`src/rtl/pe_seq_pkg.sv`:
```
// Shared widths, FSM state encoding and accumulator type for the pe MAC sequencer.
package pe_seq_pkg;

    localparam int DEF_DATA_W = 8;
    localparam int DEF_ACC_W  = 24;
    localparam int DEF_LEN_W  = 8;

    typedef enum logic [1:0] {
        IDLE  = 2'd0,
        RUN   = 2'd1,
        DRAIN = 2'd2,
        DONE  = 2'd3
    } seq_state_t;

    typedef logic [DEF_ACC_W-1:0] acc_t;

endpackage

```
`src/rtl/pe_lat_tracker.sv`:
```
// Valid-bit shift register mirroring the pe pipeline so each product is recognised exactly once.
module pe_lat_tracker #(
    parameter int LATENCY = 1
) (
    input  logic clock,
    input  logic reset,
    input  logic push,
    output logic tail,
    output logic empty
);
    logic [LATENCY-1:0] sr_r;

    assign tail  = sr_r[LATENCY-1];
    assign empty = (sr_r == {LATENCY{1'b0}});

    // Shift in one valid bit per cycle; the oldest bit leaves at the tail
    always_ff @(posedge clock or negedge reset) begin
        if (!reset) begin
            sr_r <= {LATENCY{1'b0}};
        end else begin
            sr_r <= LATENCY'({sr_r, push});
        end
    end

endmodule

```
`src/rtl/pe_mac_sequencer.sv`:
```
// Drives one pe through a biased dot-product job and returns the accumulated sum.
// Build option: define PE_SEQ_SAT_EN for saturating accumulation with a sticky overflow flag.
module pe_mac_sequencer
    import pe_seq_pkg::*;
#(
    parameter int DATA_W     = DEF_DATA_W,
    parameter int ACC_W      = DEF_ACC_W,
    parameter int LEN_W      = DEF_LEN_W,
    parameter int PE_LATENCY = 1
) (
    input  logic              clock,
    input  logic              reset,
    input  logic              cmd_valid,
    output logic              cmd_ready,
    input  logic [LEN_W-1:0]  cmd_len,
    input  logic [ACC_W-1:0]  cmd_bias,
    input  logic              in_valid,
    output logic              in_ready,
    input  logic [DATA_W-1:0] in_weight,
    input  logic [DATA_W-1:0] in_activation,
    output logic [DATA_W-1:0] pe_weight,
    output logic [DATA_W-1:0] pe_activation,
    output logic [ACC_W-1:0]  pe_sum,
    input  logic [ACC_W-1:0]  pe_o_sum,
    output logic              res_valid,
    input  logic              res_ready,
    output logic [ACC_W-1:0]  res_sum,
    output logic              res_overflow
);
    localparam logic [LEN_W:0] CNT_ONE = {{LEN_W{1'b0}}, 1'b1};

    seq_state_t        state_r;
    logic [LEN_W-1:0]  len_r;
    logic [LEN_W:0]    issued_r;
    logic [LEN_W:0]    added_r;
    logic [ACC_W-1:0]  acc_r;
    logic [ACC_W-1:0]  acc_next_s;
    logic [ACC_W-1:0]  res_sum_r;
    logic [DATA_W-1:0] pe_weight_r;
    logic [DATA_W-1:0] pe_activation_r;
    logic              pe_valid_r;
    logic              cmd_ready_r;
    logic              in_ready_r;
    logic              res_valid_r;
    logic              accept_s;
    logic              issue_s;
    logic              tail_s;
    logic              empty_s;
    logic              drained_s;
    logic [LEN_W:0]    len_ext_s;
    logic [LEN_W:0]    issued_inc_s;

    assign cmd_ready     = cmd_ready_r;
    assign in_ready      = in_ready_r;
    assign res_valid     = res_valid_r;
    assign res_sum       = res_sum_r;
    assign pe_weight     = pe_weight_r;
    assign pe_activation = pe_activation_r;
    assign pe_sum        = {ACC_W{1'b0}};

    assign accept_s     = (state_r == IDLE) && cmd_ready_r && cmd_valid;
    assign issue_s      = (state_r == RUN) && in_ready_r && in_valid;
    assign len_ext_s    = {1'b0, len_r};
    assign issued_inc_s = issued_r + CNT_ONE;
    // pe_valid_r is the stage in front of the tracker, so it must be clear as well
    assign drained_s    = empty_s && !pe_valid_r && (added_r == len_ext_s);

    // The tracker is fed in step with the registered pe operands, so its tail lines up with pe_o_sum
    pe_lat_tracker #(
        .LATENCY (PE_LATENCY)
    ) u_lat (
        .clock (clock),
        .reset (reset),
        .push  (pe_valid_r),
        .tail  (tail_s),
        .empty (empty_s)
    );

`ifdef PE_SEQ_SAT_EN
    logic [ACC_W:0] sum_wide_s;
    logic           ovf_set_s;
    logic           ovf_r;

    assign res_overflow = ovf_r;

    // Saturating accumulate: a carry-out pins the accumulator at all-ones
    always_comb begin
        sum_wide_s = {1'b0, acc_r} + {1'b0, pe_o_sum};
        acc_next_s = acc_r;
        ovf_set_s  = 1'b0;
        if (tail_s) begin
            if (sum_wide_s[ACC_W]) begin
                acc_next_s = {ACC_W{1'b1}};
                ovf_set_s  = 1'b1;
            end else begin
                acc_next_s = sum_wide_s[ACC_W-1:0];
            end
        end else begin
            acc_next_s = acc_r;
        end
    end

    // Overflow flag is sticky within a job and cleared when the next job is accepted
    always_ff @(posedge clock or negedge reset) begin
        if (!reset) begin
            ovf_r <= 1'b0;
        end else if (accept_s) begin
            ovf_r <= 1'b0;
        end else if (ovf_set_s) begin
            ovf_r <= 1'b1;
        end else begin
            ovf_r <= ovf_r;
        end
    end
`else
    assign res_overflow = 1'b0;

    // Wrapping accumulate of each product that reaches the tracker tail
    always_comb begin
        if (tail_s) begin
            acc_next_s = acc_r + pe_o_sum;
        end else begin
            acc_next_s = acc_r;
        end
    end
`endif

    // Job FSM with its registered handshake outputs, operand staging and counters
    always_ff @(posedge clock or negedge reset) begin
        if (!reset) begin
            state_r         <= IDLE;
            len_r           <= {LEN_W{1'b0}};
            issued_r        <= {(LEN_W+1){1'b0}};
            added_r         <= {(LEN_W+1){1'b0}};
            acc_r           <= {ACC_W{1'b0}};
            res_sum_r       <= {ACC_W{1'b0}};
            pe_weight_r     <= {DATA_W{1'b0}};
            pe_activation_r <= {DATA_W{1'b0}};
            pe_valid_r      <= 1'b0;
            cmd_ready_r     <= 1'b0;
            in_ready_r      <= 1'b0;
            res_valid_r     <= 1'b0;
        end else begin
            acc_r           <= acc_next_s;
            pe_weight_r     <= issue_s ? in_weight : {DATA_W{1'b0}};
            pe_activation_r <= issue_s ? in_activation : {DATA_W{1'b0}};
            pe_valid_r      <= issue_s;
            if (tail_s) begin
                added_r <= added_r + CNT_ONE;
            end else begin
                added_r <= added_r;
            end

            case (state_r)
                IDLE: begin
                    in_ready_r  <= 1'b0;
                    res_valid_r <= 1'b0;
                    if (accept_s) begin
                        len_r       <= cmd_len;
                        acc_r       <= cmd_bias;
                        issued_r    <= {(LEN_W+1){1'b0}};
                        added_r     <= {(LEN_W+1){1'b0}};
                        cmd_ready_r <= 1'b0;
                        if (cmd_len == {LEN_W{1'b0}}) begin
                            state_r     <= DONE;
                            res_valid_r <= 1'b1;
                            res_sum_r   <= cmd_bias;
                        end else begin
                            state_r    <= RUN;
                            in_ready_r <= 1'b1;
                        end
                    end else begin
                        cmd_ready_r <= 1'b1;
                    end
                end
                RUN: begin
                    cmd_ready_r <= 1'b0;
                    res_valid_r <= 1'b0;
                    if (issue_s) begin
                        issued_r <= issued_inc_s;
                        if (issued_inc_s >= len_ext_s) begin
                            in_ready_r <= 1'b0;
                            state_r    <= DRAIN;
                        end else begin
                            in_ready_r <= 1'b1;
                        end
                    end else begin
                        in_ready_r <= in_ready_r;
                    end
                end
                DRAIN: begin
                    cmd_ready_r <= 1'b0;
                    in_ready_r  <= 1'b0;
                    if (drained_s) begin
                        state_r     <= DONE;
                        res_valid_r <= 1'b1;
                        res_sum_r   <= acc_r;
                    end else begin
                        state_r <= DRAIN;
                    end
                end
                DONE: begin
                    in_ready_r <= 1'b0;
                    if (res_ready) begin
                        state_r     <= IDLE;
                        res_valid_r <= 1'b0;
                        cmd_ready_r <= 1'b1;
                    end else begin
                        cmd_ready_r <= 1'b0;
                        res_valid_r <= 1'b1;
                    end
                end
                default: begin
                    state_r     <= IDLE;
                    cmd_ready_r <= 1'b0;
                    in_ready_r  <= 1'b0;
                    res_valid_r <= 1'b0;
                end
            endcase
        end
    end

endmodule

```
`config.mk`:
```
export PLATFORM = sky130hd
export DESIGN_NAME = pe_mac_sequencer
export DESIGN_NICKNAME = d
export VERILOG_FILES = /design/src/rtl/pe_seq_pkg.sv /design/src/rtl/pe_lat_tracker.sv /design/src/rtl/pe_mac_sequencer.sv
export SDC_FILE = /design/constraint.sdc
export NUM_CORES = 1
export LEC_CHECK = 0
export ABC_AREA = 1
export CAP_MARGIN = 10
export CORE_ASPECT_RATIO = 0.9
export CORE_MARGIN = 1.5
export CORE_UTILIZATION = 45
export CTS_CLUSTER_DIAMETER = 60
export DETAILED_ROUTE_END_ITERATION = 16
export PLACE_DENSITY = 0.72
export SLEW_MARGIN = 5
export SYNTH_ARGS = -nofsm -noshare
export SYNTH_HDL_FRONTEND = slang
export SYNTH_SLANG_ARGS = --single-unit
```
`constraint.sdc`:
```
create_clock -name clock -period 2.9 [get_ports clock]
set_clock_uncertainty 0.1 [all_clocks]
set_input_delay 0.435 -clock clock [delete_from_list [all_inputs] [get_ports clock]]
set_output_delay 0.435 -clock clock [all_outputs]
set_load 0.01 [all_outputs]
```
Word-level counts from Yosys, hierarchy flattened
Cells that the tools add are included.
{"block": "totals", "regBits": 97, "output_inout_bits": 68, "word_cells": 80}
{"block": "classes", "addsub": 3, "magnitude_cmp": 1, "eq_ne": 10, "mux": 35, "bitwise": 1, "reduce_logical": 17}
{"cell": "$mux 24", "count": 6}
{"cell": "$pmux 24 s2", "count": 1}
{"cell": "$mux 9", "count": 5}
{"cell": "$add 24x24->24", "count": 1}
{"cell": "$add 9x1->9 const B", "count": 2}
{"cell": "$pmux 9 s2", "count": 1}
{"cell": "$mux 8", "count": 2}
{"cell": "$mux 1", "count": 11}
{"cell": "$mux 2", "count": 5}
{"cell": "$eq 9x8->1", "count": 1}
{"cell": "$ge 9x8->1", "count": 1}
{"cell": "$logic_not 8->1", "count": 1}
{"cell": "$ne 2x2->1 const B", "count": 4}
{"cell": "$pmux 2 s4", "count": 1}
{"cell": "$reduce_and 4->1", "count": 2}
{"cell": "$logic_and 1x1->1", "count": 6}
{"cell": "$pmux 1 s3", "count": 2}
{"cell": "$eq 2x2->1 const B", "count": 2}
{"cell": "$ne 2x1->1 const B", "count": 2}
{"cell": "$pmux 1 s4", "count": 1}
{"cell": "$reduce_bool 2->1", "count": 2}
{"cell": "$reduce_or 2->1", "count": 2}
{"cell": "$reduce_and 3->1", "count": 1}
{"cell": "$eq 2x1->1 const B", "count": 1}
{"cell": "4 further kinds", "count": 4}

Depth between registers and ports, before layout
{"block": "depth", "ltp_word": 5, "depth_mapped": 18}

By module
From an unflattened synthesis, not the netlist that was laid out.
{"block": "unflattened", "cells_unflattened": 955, "hier_area_um2": 6645.1}
{"mod": "pe_mac_sequencer", "n_inst": 1, "cells_each": 953, "area_per_inst_um2": 6616.3}
{"mod": "pe_lat_tracker", "n_inst": 1, "cells_each": 2, "area_per_inst_um2": 28.8}

Worst setup path after synthesis
OpenSTA, ideal clock, no wires.
{"block": "synth_path", "kind": "flip-flop to flip-flop", "start": "reg issued_r[0]", "end": "reg state_r[0]", "setup_ns": 0.117, "t_arrival_ns": 1.791, "required_ns": 2.683, "path_slack_ns": 0.892, "stages_incl_launch_ff": 19, "n_path_buf": 0, "period_less_slack_ns": 2.008, "cell_sequence": "dfrtp_1 ha_1 nand2_1 nor2_1 inv_1 nand2_1 inv_1 ha_1 nand2_1 inv_1 nand2_1 nand2_1 nand2_1 nand2_1 nand2_1 nand2_1 nand2_1 nand2_1 nand2_1"}
{"block": "synth_via", "elab_chain_cells": 4}
{"item": "start, declared", "line": "pe_mac_sequencer.sv:34", "text": "logic [LEN_W:0] issued_r;"}
{"item": "start signal, assigned", "line": "pe_mac_sequencer.sv:133", "text": "issued_r <= {(LEN_W+1){1'b0}};"}
{"item": "start signal, assigned", "line": "pe_mac_sequencer.sv:161", "text": "issued_r <= {(LEN_W+1){1'b0}};"}
{"item": "start signal, assigned", "line": "pe_mac_sequencer.sv:180", "text": "issued_r <= issued_inc_s;"}
{"item": "$add 9x1->9", "line": "pe_mac_sequencer.sv:64", "text": "assign issued_inc_s = issued_r + CNT_ONE;"}
{"item": "$ge 9x8->1", "line": "pe_mac_sequencer.sv:181", "text": "if (issued_inc_s >= len_ext_s) begin"}
{"item": "$ne 2x1->1 (no line)"}
{"item": "$reduce_and 4->1 (no line)"}
{"item": "end signal, assigned", "line": "pe_mac_sequencer.sv:183", "text": "state_r <= DRAIN;"}
{"item": "end signal, assigned", "line": "pe_mac_sequencer.sv:195", "text": "state_r <= DONE;"}
{"item": "end signal, assigned", "line": "pe_mac_sequencer.sv:199", "text": "state_r <= DRAIN;"}
{"item": "end, declared", "line": "pe_mac_sequencer.sv:32", "text": "seq_state_t state_r;"}
Every way passes these cells.
A chain may end at the register's enable or synchronous reset.

Final worst setup path
{"block": "layout_path", "start": "in pe_o_sum[0]", "end": "reg acc_r[16]"}
{"block": "layout_via", "elab_chain_cells": 4}
{"item": "start, declared", "line": "pe_mac_sequencer.sv:24", "text": "input logic [ACC_W-1:0] pe_o_sum,"}
{"item": "$add 24x24->24 (*)", "line": "pe_mac_sequencer.sv:121", "text": "acc_next_s = acc_r + pe_o_sum;"}
{"item": "$mux 24 (*)", "line": "pe_mac_sequencer.sv:120", "text": "if (tail_s) begin"}
{"item": "$mux 24", "line": "pe_mac_sequencer.sv:158", "text": "if (accept_s) begin"}
{"item": "$mux 24 (*)", "line": "pe_mac_sequencer.sv:154", "text": "case (state_r)"}
{"item": "end signal, assigned", "line": "pe_mac_sequencer.sv:135", "text": "acc_r <= {ACC_W{1'b0}};"}
{"item": "end signal, assigned", "line": "pe_mac_sequencer.sv:144", "text": "acc_r <= acc_next_s;"}
{"item": "end signal, assigned", "line": "pe_mac_sequencer.sv:160", "text": "acc_r <= cmd_bias;"}
{"item": "end, declared", "line": "pe_mac_sequencer.sv:36", "text": "logic [ACC_W-1:0] acc_r;"}
Every way passes the cells marked *; elsewhere a longest branch is shown, timed or not.

==> results_dict.tcl <==
set metrics [dict create \
    run_status "completed" \
    port_buffers 119 \
    synthCells 953 \
    cts_setup_buffers 0 \
    period_needed_ps 2470 \
    clockBufferDepth 2 \
    power_switching_mw 3.28 \
    fin_crit_sh 0.850 \
    place_area_mm2 0.00793 \
    met1Wirelength_um 8000 \
    setup.worst_path.start_class "input pin" \
    seqPwrFrac 0.293 \
    ir_drop_mv 0.448 \
    drive_gt1_frac 0.0354 \
    swShare 0.434 \
    cts_root_buffer "clkbuf_16" \
    dr_wl_met3_um 1100 \
    power.internal_mw 4.28 \
    pwr-share-clk 0.183 \
    dp_hpwl_um 13000 \
    num_rows 41 \
    wl_per_cell_um 13.7 \
    slew_headroom 0.659 \
    fin_cells 1266 \
    p_leak_nw 4.32 \
    finalSetupViolCount 0 \
    final_common_cell "nand2_1" \
    fmax_mhz 405 \
    htreeDepth 3 \
    final-hold-violation-count 0 \
    synth_area_mm2 0.00665 \
    nFillCells 1403 \
    num_io_pins 145 \
    ys_seq_area_frac 0.365 \
    grt_usage 0.235 \
    synth_cell_types 36 \
    yosys_warnings 0 \
    wl_um 17300 \
    grt_max_degree 61 \
    synth.avg_cell_area_um2 6.97 \
    cts.sinks 97 \
    start_util 0.468 \
    required_ps 3050 \
    dieArea_mm2 0.0155 \
    grt_pass1_wl_um 28400 \
    worst-path-max-fanout 4 \
    clock_latency_ps 360 \
    fin_nets 1183 \
    routed.top_layer "met4" \
    hold_slack_ps 310 \
    die_y_um 118 \
    drt-vias-per-instance 4.82 \
    final_design_area_no_fill_mm2 0.00827 \
    die_w_um 131 \
    cts_made_buffers 9 \
    grt_pass1_vias 5825 \
    ys_seq_elements 97 \
    antenna_found_initial 0 \
    worstPathArrival_ps 2610 \
    coreArea_mm2 0.0142 \
    slew_violations 0 \
    cap_violations 0 \
    gp_congestion 0.953 \
    fin_setup_tns_ps 0 \
    layout_common_cells "305 x nand2_1, 158 x inv_1, 118 x clkdlybuf4s50_1, 97 x dfrtp_1, 72 x nor2_1" \
    dr.pass1.iters 5 \
    clkTransAtPathRegs_ps 70 \
    combPwrFrac 0.524 \
    drt-initial-drc-count 459 \
    antenna_left 0 \
    overflow 0 \
    drcViolationCount 0 \
    area_growth_pct 24.5 \
    tightestPinTransition_ps 512 \
    cts_hold_buffers 1 \
    end_kind "flip-flop" \
    dp.cells 1249 \
    tritoncts "done" \
    met2_length_um 7880 \
    ctsResizeCount 0 \
    path_class "input pin to flip-flop" \
    hold_class "flip-flop to flip-flop" \
    n_antenna_cell 0 \
    rsz0062_at_grt "false" \
    vias 6107 \
    p_per_area_mw_per_mm2 913 \
]
-- synth_stat cells --
library cell  count  area (um2)
nand3b_1          3        22.5
nand4_1           8        50.1
and2_1            1        6.26
clkbuf_2          1        5.00
nor3b_1           1        7.51
buf_2             4        20.0
nor3_2            2        20.0
fa_1              1        20.0
nand2_1         305        1140
nand3_1          64         320
nor2_2            2        12.5
dfrtp_1          97        2430
o21ai_2           5        43.8
buf_4            26         195
or2_1             1        6.26
conb_1            1        3.75
or2_2             4        25.0
a31oi_1           6        37.5
a22o_1            1        8.76
clkinv_1          1        3.75
a21oi_1          26         130
o21ai_1          11        55.1
mux2i_1          23         230
inv_1           158         593
nor2_1           72         270
buf_1             2        7.51
a21o_1            3        22.5
ha_1             37         463
nor3_1            5        25.0
xor2_1            5        43.8
o22ai_1           3        18.8
xnor2_1           7        61.3
clkbuf_1         11        41.3
nand2_2           3        18.8
o21ai_0          50         250
buf_6             3        33.8
-- cell families (layout without fill, tap and decap cells) --
logic type | Yosys count | count (layout) | share of synthesized area
compound gates | 105 | 105 | 0.0853
buf+inv | 206 | 302 | 0.135
xor+xnor | 12 | 12 | 0.0158
flops | 97 | 97 | 0.365
mux | 23 | 23 | 0.0346
other cells | 1 | 25 | 0.000564
fa+ha+maj | 38 | 38 | 0.0727
simple gates | 471 | 471 | 0.290
-- critical path, cell delays in order --
cell and delay [ps]:
clkdlybuf4s50_1 480, ha_1 250, inv_1 80, fa_1 390, inv_1 140, nand3_1 90, nand3_1 150, nand3_1 90
nand2_1 140, nand2_1 110, nand3_1 80, nand3_1 70, nand2_1 80, nand2_1 40
-- final timing paths --
kind                                  start          end  slack [ps]  depth (start not counted)
worst max-delay path            pe_o_sum[0]    acc_r[16]         430                         14
min in group asynchronous             reset  res_sum[21]         500                          2
worst min-delay path             pe_valid_r   u_lat.tail         310                          0
worst min register to register   pe_valid_r   u_lat.tail         310                          0
max in group asynchronous             reset   res_sum[6]        1470                          3
worst max register to register  issued_r[0]   state_r[0]         510                         18
-- per-layer routing --
| metal | vias up | global-route usage |
|---|---|---|
| li1 | 3154 | - |
| met1 | 2759 | 0.317 |
| met2 | 171 | 0.374 |
| met3 | 23 | 0.0525 |
| met4 | 0 | 0.0687 |
| met5 | - | 0 |
-- power groups by stage --
stage          Combinational, mW  Clock, mW  Sequential [mW]
2_1_floorplan               2.70          0             2.20
3_3_place_gp                3.85          0             2.23
3_5_place_dp                3.91          0             2.24
4_1_cts                     3.96       1.41             2.22
5_1_grt                     4.50       1.45             2.28
6_report                    3.96       1.38             2.22
-- registers in the layout, indices dropped and copies added (netlist names), 2 cells and up --
name / flops
acc_r: 24
added_r: 9
issued_r: 9
len_r: 8
pe_activation: 8
pe_weight: 8
res_sum: 24
state_r: 2
-- stage by stage --
step / power [mW] / setup slack [ps] / utilization
after global placement: 6.09 / 181 / 0.558
final: 7.55 / 434 / 0.582
after CTS: 7.58 / 464 / 0.582
after detailed placement: 6.15 / 135 / 0.558
after global routing: 8.23 / 264 / 0.582
after floorplan: 4.90 / 892 / -
-- layout make-up --
type	count	area, um2	share of cell area
inverters	159	597	0.0721
repair buffers	127	1260	0.153
multi-input cells	674	3410	0.412
well taps	193	241	0.0292
clock inverters	5	104	0.0126
clock buffers	11	233	0.0281
flip-flops and latches	97	2430	0.293
Note: power is estimated with default switching activity, not from simulation.
